--- src/rtl/bldc_commutator_if.sv ---
// Command/status bundle between the speed/ADC front-end (master) and the
// BLDC commutator (slave).
interface bldc_commutator_if #(
  parameter int unsigned PWM_W  = 8,
  parameter int unsigned STEP_W = 24
) ();
  logic              enable;
  logic              fwd;
  logic              mode;
  logic [2:0]        hall;
  logic [PWM_W-1:0]  duty;
  logic [STEP_W-1:0] step_period;
  logic              fault_clr;
  logic [5:0]        gate;
  logic [2:0]        sector;
  logic              fault;

  modport master (
    output enable, fwd, mode, hall, duty, step_period, fault_clr,
    input  gate, sector, fault
  );

  modport slave (
    input  enable, fwd, mode, hall, duty, step_period, fault_clr,
    output gate, sector, fault
  );
endinterface

--- src/rtl/bldc_commutator.sv ---
// 6-step BLDC commutator: hall-sensored or open-loop stepping, dead-time,
// high-side PWM, invalid-hall/stall fault. Optional hall glitch filter: HALL_FILTER_EN.
module bldc_commutator #(
  parameter int unsigned PWM_W    = 8,
  parameter int unsigned DEADTIME = 50,
  parameter int unsigned STEP_W   = 24,
  parameter int unsigned TIMEOUT  = 1000000,
  parameter int unsigned FILT_LEN = 4
) (
  input logic              clk,
  input logic              rst_n,
  bldc_commutator_if.slave bus
);
  typedef enum logic [1:0] {OFF, DEAD, DRIVE, FAULT} state_t;

  localparam int unsigned DT_W = $clog2(DEADTIME + 1);
  localparam int unsigned TO_W = $clog2(TIMEOUT + 1);
  localparam logic [STEP_W-1:0] STEP_MIN = STEP_W'(DEADTIME + 1);

  state_t            state;
  logic [5:0]        gate_q;
  logic [2:0]        sector_q;
  logic              fault_q;
  logic [DT_W-1:0]   dead_cnt;
  logic [TO_W-1:0]   stall_cnt;
  logic [2:0]        hall_s1, hall_s2, hall_q, hall_prev;
  logic              fwd_q, mode_q;
  logic [PWM_W-1:0]  pwm_cnt, duty_q;
  logic              pwm_on;
  logic [STEP_W-1:0] step_cnt, step_limit;
  logic [2:0]        ol_sector, hall_sector, target;
  logic              hall_valid, ol_run, stalled, sens_fault_dead, sens_fault_drive;

  function automatic logic [2:0] hall_to_sector(input logic [2:0] h);
    case (h)
      3'b001:  return 3'd1;
      3'b000:  return 3'd2;
      3'b100:  return 3'd3;
      3'b110:  return 3'd4;
      3'b111:  return 3'd5;
      3'b011:  return 3'd6;
      default: return 3'd0;
    endcase
  endfunction

  function automatic logic [5:0] sector_pattern(input logic [2:0] s);
    case (s)
      3'd1:    return 6'b100001;
      3'd2:    return 6'b100100;
      3'd3:    return 6'b000110;
      3'd4:    return 6'b010010;
      3'd5:    return 6'b011000;
      3'd6:    return 6'b001001;
      default: return 6'b000000;
    endcase
  endfunction

  always_ff @(posedge clk or negedge rst_n) begin
    if (!rst_n) begin
      hall_s1 <= '0;
      hall_s2 <= '0;
    end else begin
      hall_s1 <= bus.hall;
      hall_s2 <= hall_s1;
    end
  end

`ifdef HALL_FILTER_EN
  localparam int unsigned FC_W = (FILT_LEN > 2) ? $clog2(FILT_LEN - 1) : 1;
  logic [2:0]      hall_p, hall_f;
  logic [FC_W-1:0] filt_cnt;

  // hall_f follows hall_s2 only after FILT_LEN identical consecutive samples
  always_ff @(posedge clk or negedge rst_n) begin
    if (!rst_n) begin
      hall_p   <= '0;
      hall_f   <= '0;
      filt_cnt <= '0;
    end else begin
      hall_p <= hall_s2;
      if (hall_s2 != hall_p)
        filt_cnt <= '0;
      else if (filt_cnt == FC_W'(FILT_LEN - 2))
        hall_f <= hall_s2;
      else
        filt_cnt <= filt_cnt + 1'b1;
    end
  end
  assign hall_q = hall_f;
`else
  assign hall_q = hall_s2;
`endif

  always_ff @(posedge clk or negedge rst_n) begin
    if (!rst_n) begin
      pwm_cnt <= '0;
      duty_q  <= '0;
    end else begin
      pwm_cnt <= pwm_cnt + 1'b1;
      if (pwm_cnt == '1)
        duty_q <= bus.duty;
    end
  end
  assign pwm_on = (pwm_cnt < duty_q);

  always_comb begin
    hall_sector = hall_to_sector(hall_q);
    hall_valid  = (hall_sector != 3'd0);
    step_limit  = (bus.step_period < STEP_MIN) ? STEP_MIN : bus.step_period;
    ol_run      = bus.mode && ((state == DEAD) || (state == DRIVE) || ((state == OFF) && bus.enable));
    stalled     = (stall_cnt == TO_W'(TIMEOUT - 1)) && (hall_q == hall_prev);
    sens_fault_dead  = !bus.mode && !hall_valid;
    sens_fault_drive = !bus.mode && (!hall_valid || stalled);
    if (bus.mode)
      target = ol_sector;
    else if (!hall_valid)
      target = 3'd0;
    else if (bus.fwd)
      target = hall_sector;
    else
      target = (hall_sector > 3'd3) ? hall_sector - 3'd3 : hall_sector + 3'd3;
  end

  // Step timer also counts on the OFF->DEAD edge so every sector lasts exactly step_limit
  always_ff @(posedge clk or negedge rst_n) begin
    if (!rst_n) begin
      step_cnt  <= '0;
      ol_sector <= 3'd1;
    end else if (!ol_run) begin
      step_cnt  <= '0;
      ol_sector <= 3'd1;
    end else if (step_cnt >= step_limit - 1'b1) begin
      step_cnt <= '0;
      if (bus.fwd)
        ol_sector <= (ol_sector == 3'd6) ? 3'd1 : ol_sector + 3'd1;
      else
        ol_sector <= (ol_sector == 3'd1) ? 3'd6 : ol_sector - 3'd1;
    end else begin
      step_cnt <= step_cnt + 1'b1;
    end
  end

  always_ff @(posedge clk or negedge rst_n) begin
    if (!rst_n) begin
      state     <= OFF;
      gate_q    <= '0;
      sector_q  <= '0;
      fault_q   <= 1'b0;
      dead_cnt  <= '0;
      stall_cnt <= '0;
      hall_prev <= '0;
      fwd_q     <= 1'b0;
      mode_q    <= 1'b0;
    end else begin
      fwd_q     <= bus.fwd;
      mode_q    <= bus.mode;
      hall_prev <= hall_q;
      stall_cnt <= '0;
      case (state)
        OFF: begin
          gate_q   <= '0;
          sector_q <= '0;
          fault_q  <= 1'b0;
          if (bus.enable) begin
            state    <= DEAD;
            dead_cnt <= '0;
          end
        end
        DEAD: begin
          gate_q <= '0;
          if (sens_fault_dead) begin
            state    <= FAULT;
            fault_q  <= 1'b1;
            sector_q <= '0;
          end else if (!bus.enable) begin
            state    <= OFF;
            sector_q <= '0;
          end else if (dead_cnt == DT_W'(DEADTIME - 1)) begin
            state    <= DRIVE;
            sector_q <= target;
            gate_q   <= sector_pattern(target) & (pwm_on ? 6'b111111 : 6'b010101);
          end else begin
            dead_cnt <= dead_cnt + 1'b1;
          end
        end
        DRIVE: begin
          if (sens_fault_drive) begin
            state    <= FAULT;
            fault_q  <= 1'b1;
            gate_q   <= '0;
            sector_q <= '0;
          end else if (!bus.enable) begin
            state    <= OFF;
            gate_q   <= '0;
            sector_q <= '0;
          end else if ((target != sector_q) || (bus.fwd != fwd_q) || (bus.mode != mode_q)) begin
            state    <= DEAD;
            dead_cnt <= '0;
            gate_q   <= '0;
          end else begin
            gate_q <= sector_pattern(sector_q) & (pwm_on ? 6'b111111 : 6'b010101);
            if (!bus.mode && (hall_q == hall_prev))
              stall_cnt <= stall_cnt + 1'b1;
          end
        end
        FAULT: begin
          gate_q   <= '0;
          sector_q <= '0;
          fault_q  <= 1'b1;
          if (bus.fault_clr && !bus.enable) begin
            state   <= OFF;
            fault_q <= 1'b0;
          end
        end
        default: state <= OFF;
      endcase
    end
  end

  assign bus.gate   = gate_q;
  assign bus.sector = sector_q;
  assign bus.fault  = fault_q;
endmodule

--- src/flat_wrapper.sv ---
// flat-port wrapper written by rule: the top's interface ports become plain ports
module bldc_commutator_flat 
#(
  parameter int unsigned PWM_W    = 8,
  parameter int unsigned DEADTIME = 50,
  parameter int unsigned STEP_W   = 24,
  parameter int unsigned TIMEOUT  = 1000000,
  parameter int unsigned FILT_LEN = 4
)
  (clk, rst_n, bus_enable, bus_fwd, bus_mode, bus_hall, bus_duty, bus_step_period, bus_fault_clr, bus_gate, bus_sector, bus_fault);
  bldc_commutator_if #(.PWM_W(PWM_W), .STEP_W(STEP_W)) bus_i ();
  input logic clk;
  input logic rst_n;
  input wire logic [$bits(bus_i.enable)-1:0] bus_enable;
  input wire logic [$bits(bus_i.fwd)-1:0] bus_fwd;
  input wire logic [$bits(bus_i.mode)-1:0] bus_mode;
  input wire logic [$bits(bus_i.hall)-1:0] bus_hall;
  input wire logic [$bits(bus_i.duty)-1:0] bus_duty;
  input wire logic [$bits(bus_i.step_period)-1:0] bus_step_period;
  input wire logic [$bits(bus_i.fault_clr)-1:0] bus_fault_clr;
  output wire logic [$bits(bus_i.gate)-1:0] bus_gate;
  output wire logic [$bits(bus_i.sector)-1:0] bus_sector;
  output wire logic [$bits(bus_i.fault)-1:0] bus_fault;
  assign bus_i.enable = bus_enable;
  assign bus_i.fwd = bus_fwd;
  assign bus_i.mode = bus_mode;
  assign bus_i.hall = bus_hall;
  assign bus_i.duty = bus_duty;
  assign bus_i.step_period = bus_step_period;
  assign bus_i.fault_clr = bus_fault_clr;
  assign bus_gate = bus_i.gate;
  assign bus_sector = bus_i.sector;
  assign bus_fault = bus_i.fault;
  bldc_commutator #(.PWM_W(PWM_W), .DEADTIME(DEADTIME), .STEP_W(STEP_W), .TIMEOUT(TIMEOUT), .FILT_LEN(FILT_LEN)) u_core (.clk(clk), .rst_n(rst_n), .bus(bus_i));
endmodule
--- config.mk ---
export PLATFORM = sky130hd
export DESIGN_NAME = bldc_commutator_flat
export DESIGN_NICKNAME = d
export VERILOG_FILES = /design/src/rtl/bldc_commutator_if.sv /design/src/rtl/bldc_commutator.sv /design/src/flat_wrapper.sv
export SDC_FILE = /design/constraint.sdc
export NUM_CORES = 1
export LEC_CHECK = 0
export ABC_AREA = 1
export CAP_MARGIN = 20
export CORE_MARGIN = 1
export CORE_UTILIZATION = 32
export DETAILED_ROUTE_END_ITERATION = 10
export GPL_TIMING_DRIVEN = 0
export SLEW_MARGIN = 15
export SYNTH_ARGS = -nofsm -noshare
export SYNTH_HDL_FRONTEND = slang
export SYNTH_SLANG_ARGS = --single-unit
export TNS_END_PERCENT = 20
--- constraint.sdc ---
create_clock -name clk -period 2.3 [get_ports clk]
set_clock_uncertainty 0.1 [all_clocks]
set_input_delay 0.46 -clock clk [delete_from_list [all_inputs] [get_ports clk]]
set_output_delay 0.46 -clock clk [all_outputs]
set_load 0.01 [all_outputs]
Yosys cells after proc, flatten, opt, wreduce, memory -nomap -nowiden

Cells that the tools add are included.

Add/subtract/negate cells: 9
$mul: 0
Div/mod/pow operators: 0
$lt $le $gt $ge: 4
Eq/ne operators: 43
Shifts and indexed selects: 0
Mux-type cells: 63
Bitwise operators: 2
Reductions and logical operators: 24

Operator list:

| cell                                                                  | number |
|---|---|
| 6-bit two-way mux                                                     | 22 |
| 20-bit two-way mux                                                    | 5 |
| 24-bit two-way mux                                                    | 3 |
| 6-bit one-hot mux with 6 select lines                                 | 2 |
| 3-bit two-way mux                                                     | 14 |
| 6-bit one-hot mux with 3 select lines                                 | 2 |
| 3-bit equality test, second input constant                            | 10 |
| 24-bit by 1-bit adder with 24-bit output, second input constant       | 1 |
| 24-bit >= comparator                                                  | 1 |
| 24-bit by 6-bit < comparator with 1-bit output, second input constant | 1 |
| 24-bit by 1-bit subtractor with 24-bit output, second input constant  | 1 |
| 20-bit by 1-bit adder with 20-bit output, second input constant       | 1 |
| 20-bit equality test, second input constant                           | 1 |
| 3-bit one-hot mux with 6 select lines                                 | 1 |
| 2-bit two-way mux                                                     | 8 |
| 2-bit != test, second input constant                                  | 8 |
| 3-bit by 2-bit equality test with 1-bit output, second input constant | 5 |
| 6-bit bitwise AND                                                     | 2 |
| 3-bit by 1-bit equality test with 1-bit output, second input constant | 4 |
| 3-bit one-hot mux with 3 select lines                                 | 1 |
| 8-bit by 1-bit adder with 8-bit output, second input constant         | 1 |
| 8-bit equality test, second input constant                            | 1 |
| 8-bit < comparator                                                    | 1 |
| 4-bit by 3-bit != test with 1-bit output, second input constant       | 2 |
| other kinds (27)                                                      | 47 |

Register bits after elaboration: 92
Bits in latches: 0
RAM bits: 0
ROM bits: 0
Input bits: 41
Output and inout port bits: 10
Logic and storage cells: 160
Memories: 0

Longest topological paths before layout

Gate-level depths: netlist of the first run.

Depth after elaboration: 19
Gate-level depth with buffers: 24
Gate-level depth less buffers: 24

Worst setup path after synthesis of the first run

No wires, ideal clock.

Path type: input to register
Start point: in bus_step_period[13]
End point: reg u_core.step_cnt[17]
Library setup time: 132 ps
Data arrival time: 3301 ps
Data required time: 2068 ps
Setup slack: -1233 ps
Stages: 20
Buffers on the path: 1
Cell sequence: or2_2 > nor2_1 > nand2_1 > nor2_1 > nand2_2 > inv_1 > nor2_1 > ha_1 > nand2_2 > inv_1 > nand4_1 > xor2_1 > inv_1 > ha_1 > nand4_1 > nor3_1 > nand4_1 > nand4_1 > clkbuf_1 > nor2_1

Cells in the longest elaborated chain, start to end: 6

RTL lines:

| item                                              | line                   | RTL |
|---|---|---|
| from (decl)                                       | flat_wrapper.sv:19     | `input wire logic [$bits(bus_i.step_period)-1:0] bus_step_period;` |
| 24-bit by 6-bit < comparator with 1-bit output    | bldc_commutator.sv:109 | `step_limit = (bus.step_period < STEP_MIN) ? STEP_MIN : bus.step_period;` |
| 24-bit two-way mux (*)                            | bldc_commutator.sv:109 |  |
| 24-bit by 1-bit subtractor with 24-bit output (*) | bldc_commutator.sv:132 | `end else if (step_cnt >= step_limit - 1'b1) begin` |
| 24-bit >= comparator (*)                          | bldc_commutator.sv:132 |  |
| 24-bit two-way mux (*)                            | bldc_commutator.sv:132 |  |
| 24-bit two-way mux (*)                            | bldc_commutator.sv:129 | `end else if (!ol_run) begin` |
| to (signal assigned)                              | bldc_commutator.sv:139 | `step_cnt <= step_cnt + 1'b1;` |
| to (decl)                                         | bldc_commutator.sv:30  | `logic [STEP_W-1:0] step_cnt, step_limit;` |

Every way passes the cells marked *; elsewhere a longest branch is shown, timed or not.
A chain may end at the register's enable or synchronous reset.

Final worst setup path of the first run

Ends and elaborated chain as after synthesis.

==> impl_metrics.yaml, run 1 <==
cells_and_area:
  drive_above_1_share: 0.228
  final_common_cell: "nand2_1"
  fillerInstances: 1902
  antennaDiodeCount: 0
  mostFrequentLayoutCells: "nand2_1, inv_1, dfrtp_1"
  final_core_util: 0.429
  fin_cells: 1177
  synthToLayoutAreaGrowth_pct: 30.4
  fin_nets: 1000
yosys:
  syn_area_um2: 6220
  yosys_warnings: 0
  synth_edf_count: 0
  synthFlopType: "dfrtp_1"
  syn_nets: 896
  netlist_top_cells_area: "dfrtp_1, ha_1, nand2_1"
  synthCells: 808
  async_reset_ff_frac: 1.00
  yosysSeqAreaShare: 0.370
  synth_top_cell_by_area: "dfrtp_1"
  yosysTopAreaCellShare: 0.366
  synth_seq_cells: 92
  avgSynthCellArea_um2: 7.69
  synthDistinctLibCells: 45
detailed_routing:
  routed_wl_mm: 13.9
  ant_nets: 0
  wl_per_cell_um: 11.8
  vias: 5370
  remaining_drc_errors: 0
  dr.pass1.iters: 5
  drtIter0Drc: 289
  vias_per_cell: 4.56
timing:
  max_freq_mhz: 305
  slew_headroom: 0.660
  whs_ns: 0.251
  rsz0062_at_grt: "true"
  worstMarginPinSlew_ns: 0.505
  fin_crit_sh: 1.42
  min_period_ns: 3.28
  drv_slew: 0
  final.setup.worst_slack_ns: -0.976
  hold_viol: 0
  setup_violations: 58
worst_setup_path:
  reg2reg_setup_slack_ns: -0.21
  worstSetupEndpointType: "flip-flop"
  worstPathArrival_ns: 3.46
  critical_path_class: "in2reg"
  r2r-end: "u_core.stall_cnt[10]$_DFF_PN0_"
  path_max_fanout: 8
  required_ns: 2.48
  worst-r2r-cell-count: 16
  critPathLaunchType: "input pin"
  crit_path_cell_trace: "buf_8, or2_4, nor2_4, nand2_2, nor2_4, nand2_4, buf_6, nand4_1, nor2_1, nand3_1, nand3_2, xor2_2, ha_1, nand4_1, inv_1, nand2_1, o211ai_1, a21oi_2, nand4_1, buf_6, clkbuf_16, nor2_4"
  reg2reg_from: "u_core.hall_q[0]$_DFF_PN0_"
  critical_path.slowest_cell: "ha_1"
  slowest_delay_ns: 0.30
status:
  violations: "negative setup slack"
  status: "finished with violations"
floorplan:
  ios: 51
  die-area_um2: 20000
  row_count: 50
  start_util: 0.329
  die_x_um: 141
  core_um2: 18900
  die_h_um: 141
placed_design:
  dpl.cell_count: 1119
  pre_cts_slack_ns: -2.19
  post-dp-hpwl_mm: 9.85
  portBuffers: 50
  gp_congestion: 0.788
grt:
  grt_usage: 0.147
  grt_start_max_net_pins: 70
  antenna_found_initial: 0
  grt_pass1_wl_mm: 23.9
  grt.overflow.total: 0
  grt_pass1_vias: 5189
job:
  drv_cap: 0
worst_hold_path:
  whs_path_depth: 0
  hp-start: "u_core.hall_s1[0]$_DFF_PN0_"
  hold_end: "u_core.hall_q[0]$_DFF_PN0_"
  holdCritPathClass: "reg2reg"
clock_network:
  clk_pin_slew_ns: 0.07
  cts_buffers: 9
  cts_sinks: 92
  root_buffer: "clkbuf_16"
  worstSkewPairLatency_ns: 0.35
  cts.path.max_buffers: 2
  cts_tree: "done"
  htreeDepth: 3
power:
  p_leak_nw: 3.60
  fin_total_pwr_mw: 4.64
  vdd.ir_drop.worst_uv: 323
  powerDensity_nw_per_um2: 572
critical path, delay by kind of cell:
| kind | cells | cell delay, ns |
|---|---|---|
| compound gates | 2 | 0.29 |
| xor+xnor | 1 | 0.19 |
| fa+ha+maj | 1 | 0.30 |
| buf+inv | 5 | 0.67 |
| simple gates | 13 | 1.53 |
state kept, by name, indices dropped and copies added, names as in the netlist:
name               cells
u_core.fwd_q           1
u_core.step_cnt       24
u_core.hall_q          3
u_core.bus.fault       1
u_core.hall_s1         3
u_core.state           2
u_core.mode_q          1
u_core.dead_cnt        6
u_core.duty_q          8
u_core.ol_sector       3
u_core.pwm_cnt         8
u_core.bus.gate        6
u_core.hall_prev       3
u_core.stall_cnt      20
u_core.bus.sector      3
worst max path at each step:
stage	startpoint	endpoint	depth (start not counted)
floorplan	bus_step_period[11]	u_core.step_cnt[0]$_DFF_PN0_	22
global placement	rst_n	u_core.step_cnt[21]$_DFF_PN0_	1
detailed placement	bus_step_period[16]	u_core.step_cnt[17]$_DFF_PN0_	23
CTS	bus_step_period[12]	u_core.step_cnt[23]$_DFF_PN0_	24
global route	bus_step_period[6]	u_core.step_cnt[17]$_DFF_PN0_	22
finish	bus_step_period[13]	u_core.step_cnt[17]$_DFF_PN0_	22
cell type report:
class,count,area (µm²),share of cell area
Multi-Input combinational cell,598,3850,0.474
Inverter,110,420,0.0519
Timing Repair Buffer,93,802,0.0989
Sequential cell,92,2300,0.284
Tap cell,260,325,0.0401
Buffer,8,101,0.0125
Clock inverter,6,68.8,0.00849
Clock buffer,10,239,0.0295
kinds of logic (layout without fill, tap and decap cells):
| kind of cell | Yosys count | after routing | share of synthesized area |
|---|---|---|---|
| and+or+nand+nor | 411 | 411 | 0.305 |
| xor gates and xnor gates | 55 | 55 | 0.0775 |
| buffers and inverters | 118 | 227 | 0.0749 |
| muxes | 1 | 1 | 0.00181 |
| DFF | 92 | 92 | 0.370 |
| adders and majority gates | 47 | 47 | 0.0946 |
| AOI/OAI and AO/OA | 84 | 84 | 0.0757 |
cells in the mapped netlist, drive strengths merged (3+ instances only):
cell type	n
nand2	158
nor2	134
inv	110
dfrtp	91
ha	47
nand3	44
xor2	43
a21oi	42
nor3	30
o21ai	26
nand4	22
xnor2	12
nor4	8
nand3b	5
nor3b	5
o211ai	5
buf	4
clkbuf	4
or2	4
a31oi	3
o31ai	3
stage by stage:
stage	TNS, ns	cell area [µm²]
final	-29.19	8110
after global routing	-38.40	8110
after CTS	-27.62	8000
after detailed placement	-70.74	7140
after global placement	-334.94	7110
after floorplan	-27.58	6290
what timing repair did:
item / 4_1_cts / 5_1_grt
setup endpoints to repair: 61 / 61
gates resized for setup: 181 / 25
endpoints found under the hold margin: 23 / 0
buffers inserted: 34 / 4
cloned: 3 / 0
hold buffers: 1 / 0
pin swaps: 32 / 22
where the power goes:
part           internal (mW)  leakage, nW  switching (mW)  total [mW]
clock network          0.882        0.155           0.661        1.54
registers               1.72         1.21           0.113        1.84
logic                  0.527         2.23           0.732        1.26
routing by layer:
metal / track usage / routed length (µm) / vias to the layer above
met2: 0.242 / 6420 / 72
met5: 0 / 0 / -
met4: 0.0357 / 97 / 0
li1: - / - / 2834
met3: 0.0250 / 365 / 7
met1: 0.200 / 6980 / 2457
Power figures use the tool's default switching activity.
==> run 2, diff against run 1 <==
--- a/config.mk
+++ b/config.mk
@@ -10,7 +10,6 @@
 export CORE_MARGIN = 1
 export CORE_UTILIZATION = 32
 export DETAILED_ROUTE_END_ITERATION = 10
-export GPL_TIMING_DRIVEN = 0
 export SLEW_MARGIN = 15
 export SYNTH_ARGS = -nofsm -noshare
 export SYNTH_HDL_FRONTEND = slang
==> impl_metrics.yaml, run 2 (synthesized netlist as in run 1, its figures left out) <==
grt:
  grt_start_max_net_pins: 48
  antenna_found_initial: 0
  grt.overflow.total: 0
  grt_usage: 0.153
  grt_pass1_wl_mm: 24.9
  grt_pass1_vias: 5551
cells_and_area:
  fin_nets: 1110
  largest_register_ffs: 24
  fillerInstances: 1841
  seqCellArea_um2: 2310
  multi_input_area_um2: 3840
  final_common_cell: "buf_4"
  antennaDiodeCount: 0
  fin_cells: 1286
  mostFrequentLayoutCells: "buf_4, nand2_1, nor2_1"
  top_register: "u_core.step_cnt"
  drive_above_1_share: 0.309
  final_core_util: 0.473
  synthToLayoutAreaGrowth_pct: 43.6
  reg_top3: "u_core.step_cnt: 24 flops, u_core.stall_cnt: 20 flops"
clock_network:
  clk_pin_slew_ns: 0.06
  cts_sinks: 92
  root_buffer: "clkbuf_16"
  cts_buffers: 9
  worstSkewPairLatency_ns: 0.35
  htreeDepth: 3
  cts_tree: "done"
  cts.path.max_buffers: 2
placed_design:
  dpl.cell_count: 1220
  post-dp-hpwl_mm: 10.7
  portBuffers: 50
  gp_congestion: 0.829
timing:
  rsz0062_at_grt: "true"
  final.setup.worst_slack_ns: -1.16
  setup_violations: 61
  max_freq_mhz: 289
  hold_viol: 0
  min_period_ns: 3.46
  fin_crit_sh: 1.51
  worstMarginPinSlew_ns: 0.505
  slew_headroom: 0.662
  drv_slew: 0
job:
  drv_cap: 0
floorplan:
  row_count: 50
  start_util: 0.329
  ios: 51
  die_h_um: 141
  core_um2: 18900
  die-area_um2: 20000
  die_x_um: 141
status:
  status: "finished with violations"
  violations: "negative setup slack"
worst_setup_path:
  cp_common_cell: "buf_6"
  path_max_fanout: 7
  critical_path_class: "in2reg"
  critPathLaunchType: "input pin"
  crit_path_cell_trace: "buf_6, or2_4, nor2_4, nand2_2, nor2_4, nand2_4, buf_6, buf_6, nand4_1, buf_4, nor2_4, nand3_2, nand3_2, xor2_2, ha_1, nand4_1, nor3_4, nand4_1, nand4_1, buf_6, buf_12, buf_6, nor2_2"
  critical_path.slowest_cell: "nor3_4"
  required_ns: 2.43
  worstSetupEndpointType: "flip-flop"
  worstPathArrival_ns: 3.60
  slowest_delay_ns: 0.31
detailed_routing:
  routed_wl_mm: 14.9
  dr.pass1.iters: 5
  vias: 5798
  wl_per_cell_um: 11.5
  ant_nets: 0
  drtIter0Drc: 235
  remaining_drc_errors: 0
  vias_per_cell: 4.51
worst_hold_path:
  holdCritPathClass: "reg2reg"
power:
  powerDensity_nw_per_um2: 528
  vdd.ir_drop.worst_uv: 422
  fin_total_pwr_mw: 4.71
  p_leak_nw: 4.16
run 2: critical path, delay by kind of cell:
kind / cells / cell delay (ns)
buf+inv: 7 / 0.84
simple gates: 14 / 1.78
xor+xnor: 1 / 0.19
fa+ha+maj: 1 / 0.29
run 2: area by class of cell:
class,instances,share of cell area
Clock buffer,10,0.0268
Clock inverter,5,0.00673
Inverter,110,0.0474
Multi-Input combinational cell,598,0.430
Sequential cell,92,0.258
Tap cell,260,0.0364
Timing Repair Buffer,211,0.194
run 2: routing by layer:
layer / track usage / wire length (µm)
met5: 0 / 0
met2: 0.249 / 6730
met1: 0.209 / 7570
met3: 0.0206 / 352
met4: 0.0515 / 197
run 2: path summary, 6_finish.rpt:
kind                                              from  slack [ns]                              to  cells after the start
max in group asynchronous                        rst_n        0.95      u_core.hall_q[0]$_DFF_PN0_                      3
setup / recovery                   bus_step_period[10]       -1.16   u_core.step_cnt[23]$_DFF_PN0_                     23
hold reg to reg            u_core.hall_s1[1]$_DFF_PN0_        0.26      u_core.hall_q[1]$_DFF_PN0_                      0
min in group asynchronous                        rst_n        0.52  u_core.dead_cnt[3]$_DFFE_PN0P_                      2
setup reg to reg            u_core.hall_q[0]$_DFF_PN0_       -0.17  u_core.stall_cnt[11]$_DFF_PN0_                     15
hold / removal             u_core.hall_s1[1]$_DFF_PN0_        0.26      u_core.hall_q[1]$_DFF_PN0_                      0
run 2: metrics by stage:
stage / area (µm²) / hold slack, ns / setup TNS (ns) / setup WS [ns]
floorplan: 6290 / 0.0644 / -27.58 / -0.936
global placement: 7890 / 0.237 / -48.05 / -1.63
detailed placement: 7890 / 0.236 / -49.28 / -1.65
CTS: 8710 / 0.260 / -24.76 / -0.905
global route: 8930 / 0.268 / -42.80 / -1.32
finish: 8930 / 0.256 / -32.09 / -1.16
run 2: repair_timing:
action / in CTS / in global routing
pin swaps: 18 / 33
gates cloned: 2 / 0
hold buffers: 1 / 0
endpoints found under the hold margin: 17 / 0
setup buffers: 38 / 11
resized for setup: 135 / 54
endpoints found under the setup margin: 61 / 64
run 2: power breakdown:
group | switching, mW | leakage [nW] | internal (mW)
registers | 0.116 | 1.21 | 1.73
clock network | 0.647 | 0.145 | 0.872
logic | 0.726 | 2.80 | 0.627
==> run 3, diff against run 2 <==
--- a/config.mk
+++ b/config.mk
@@ -14,4 +14,4 @@
 export SYNTH_ARGS = -nofsm -noshare
 export SYNTH_HDL_FRONTEND = slang
 export SYNTH_SLANG_ARGS = --single-unit
-export TNS_END_PERCENT = 20
+export TNS_END_PERCENT = 1
==> impl_metrics.yaml, run 3 (synthesized netlist as in run 1, its figures left out) <==
floorplan:
  start_util: 0.329
  die-area_um2: 20000
  die_h_um: 141
  core_um2: 18900
  ios: 51
  die_x_um: 141
  row_count: 50
grt:
  grt_pass1_wl_mm: 23.4
  antenna_found_initial: 0
  grt.overflow.total: 0
  grt_pass1_vias: 5290
  grt_usage: 0.144
  grt_start_max_net_pins: 43
placed_design:
  post-dp-hpwl_mm: 10.8
  gp_congestion: 0.820
  pre_cts_slack_ns: -1.65
  postPlaceCellArea_um2: 7910
  portBuffers: 50
  dpl.cell_count: 1221
clock_network:
  htreeDepth: 3
  root_buffer: "clkbuf_16"
  worstSkewPairLatency_ns: 0.34
  cts_buffers: 9
  cts_sinks: 92
  cts.path.max_buffers: 2
  cts_tree: "done"
  clk_pin_slew_ns: 0.07
status:
  status: "finished with violations"
  violations: "negative setup slack"
worst_setup_path:
  worst-r2r-cell-count: 15
  path_max_fanout: 6
  r2r-end: "u_core.stall_cnt[11]$_DFF_PN0_"
  reg2reg_setup_slack_ns: -0.14
  critPathLaunchType: "input pin"
  worstPathArrival_ns: 3.47
  critical_path_class: "in2reg"
  worstSetupEndpointType: "flip-flop"
  required_ns: 2.48
  reg2reg_from: "u_core.hall_q[0]$_DFF_PN0_"
power:
  p_leak_nw: 4.00
  vdd.ir_drop.worst_uv: 304
  powerDensity_nw_per_um2: 539
cells_and_area:
  mostFrequentLayoutCells: "nand2_1, buf_4, inv_1"
  largest_register_ffs: 24
  stdcell_area_um2: 8560
  top_register: "u_core.step_cnt"
  fin_nets: 1070
  antennaDiodeCount: 0
  synthToLayoutAreaGrowth_pct: 37.8
  drive_above_1_share: 0.275
  reg_top3: "u_core.step_cnt: 24 flops, u_core.stall_cnt: 20 flops"
  final_common_cell: "nand2_1"
  fin_cells: 1247
timing:
  slew_headroom: 0.704
  fin_crit_sh: 1.43
  whs_ns: 0.258
  setup_violations: 56
  worstMarginPinSlew_ns: 0.440
  max_freq_mhz: 304
  rsz0062_at_grt: "true"
  hold_viol: 0
  drv_slew: 0
  min_period_ns: 3.29
  final.setup.worst_slack_ns: -0.993
detailed_routing:
  drtIter0Drc: 214
  ant_nets: 0
  remaining_drc_errors: 0
  vias: 5618
  dr.pass1.iters: 4
  routed_wl_mm: 14.1
  vias_per_cell: 4.51
  wl_per_cell_um: 11.3
worst_hold_path:
  whs_path_depth: 0
  holdCritPathClass: "reg2reg"
  hold_end: "u_core.hall_q[0]$_DFF_PN0_"
  hp-start: "u_core.hall_s1[0]$_DFF_PN0_"
job:
  drv_cap: 0
-- run 3: cell types whose count changed in the layout (fill, tap and decap cells not counted), moves of 6 or more --
cell,delta
buf_4,-35
dlymetal6s2s_1,+10
buf_2,-9
clkbuf_2,+9
nor2_1,-9
nor2_2,+8
buf_6,-6
nand3_1,+6
nand3_2,-6
-- run 3: report_power, final --
part	internal, mW	total, mW	leakage [nW]	switching [mW]
Sequential	1.73	1.84	1.21	0.117
Clock	0.798	1.44	0.135	0.639
Combinational	0.610	1.34	2.65	0.728
-- run 3: critical path: stages --
cell	delay, ns
clkbuf_2	0.10
inv_2	0.04
nand2_2	0.09
nor2_4	0.05
nand2_2	0.09
nor2_4	0.05
nand2_4	0.11
inv_4	0.06
nor2_4	0.13
ha_4	0.17
nand2_4	0.08
nor3_4	0.26
nand3_2	0.13
xor2_2	0.19
ha_1	0.30
nand4_1	0.14
inv_1	0.05
nand2_1	0.06
o211ai_1	0.08
a21oi_1	0.18
nand4_1	0.19
buf_4	0.21
clkbuf_16	0.16
nor2_2	0.07
-- run 3: per-layer routing --
layer | wire length, µm | part of all wire | vias to the layer above | GRT usage
met4 | 170 | 0.012 | 0 | 0.0407
met3 | 363 | 0.026 | 10 | 0.0196
li1 | - | - | 2970 | -
met5 | 0 | 0 | - | 0
met2 | 6470 | 0.46 | 70 | 0.237
met1 | 7050 | 0.50 | 2568 | 0.197
-- run 3: through the flow --
stage,power (mW),utilization,setup TNS [ns]
floorplan,2.55,-,-27.58
global placement,3.05,0.419,-49.91
detailed placement,3.07,0.419,-50.51
CTS,4.55,0.438,-34.36
global route,4.91,0.453,-37.94
finish,4.62,0.453,-27.11
-- run 3: timing repair --
action                                  in CTS  in global routing
pin swaps                                    6                 28
hold buffers                                 1                  0
buffers inserted                             0                  7
cloned                                       0                  2
resized for setup                           21                115
endpoints found under the setup margin      61                 63
hold endpoints to repair                    31                  0
-- run 3: layout make-up --
type | count | area (µm²)
Fill cell | 1910 | 10300
Multi-Input combinational cell | 598 | 3770
Sequential cell | 92 | 2310
Timing Repair Buffer | 171 | 1450
Inverter | 110 | 423
Tap cell | 260 | 325
Clock buffer | 12 | 256
Clock inverter | 4 | 32.5
-- run 3: worst max path at each step --
| stage | startpoint | endpoint | slack [ns] | depth (start not counted) |
|---|---|---|---|---|
| 4_1_cts | bus_step_period[19] | u_core.step_cnt[21]$_DFF_PN0_ | -1.27 | 22 |
| 2_1_floorplan | bus_step_period[11] | u_core.step_cnt[0]$_DFF_PN0_ | -0.94 | 22 |
| 6_report | bus_step_period[14] | u_core.step_cnt[14]$_DFF_PN0_ | -0.99 | 24 |
| 5_1_grt | bus_step_period[10] | u_core.step_cnt[0]$_DFF_PN0_ | -1.19 | 24 |
| 3_3_place_gp | bus_step_period[19] | u_core.step_cnt[20]$_DFF_PN0_ | -1.65 | 22 |
| 3_5_place_dp | bus_step_period[19] | u_core.step_cnt[5]$_DFF_PN0_ | -1.65 | 22 |
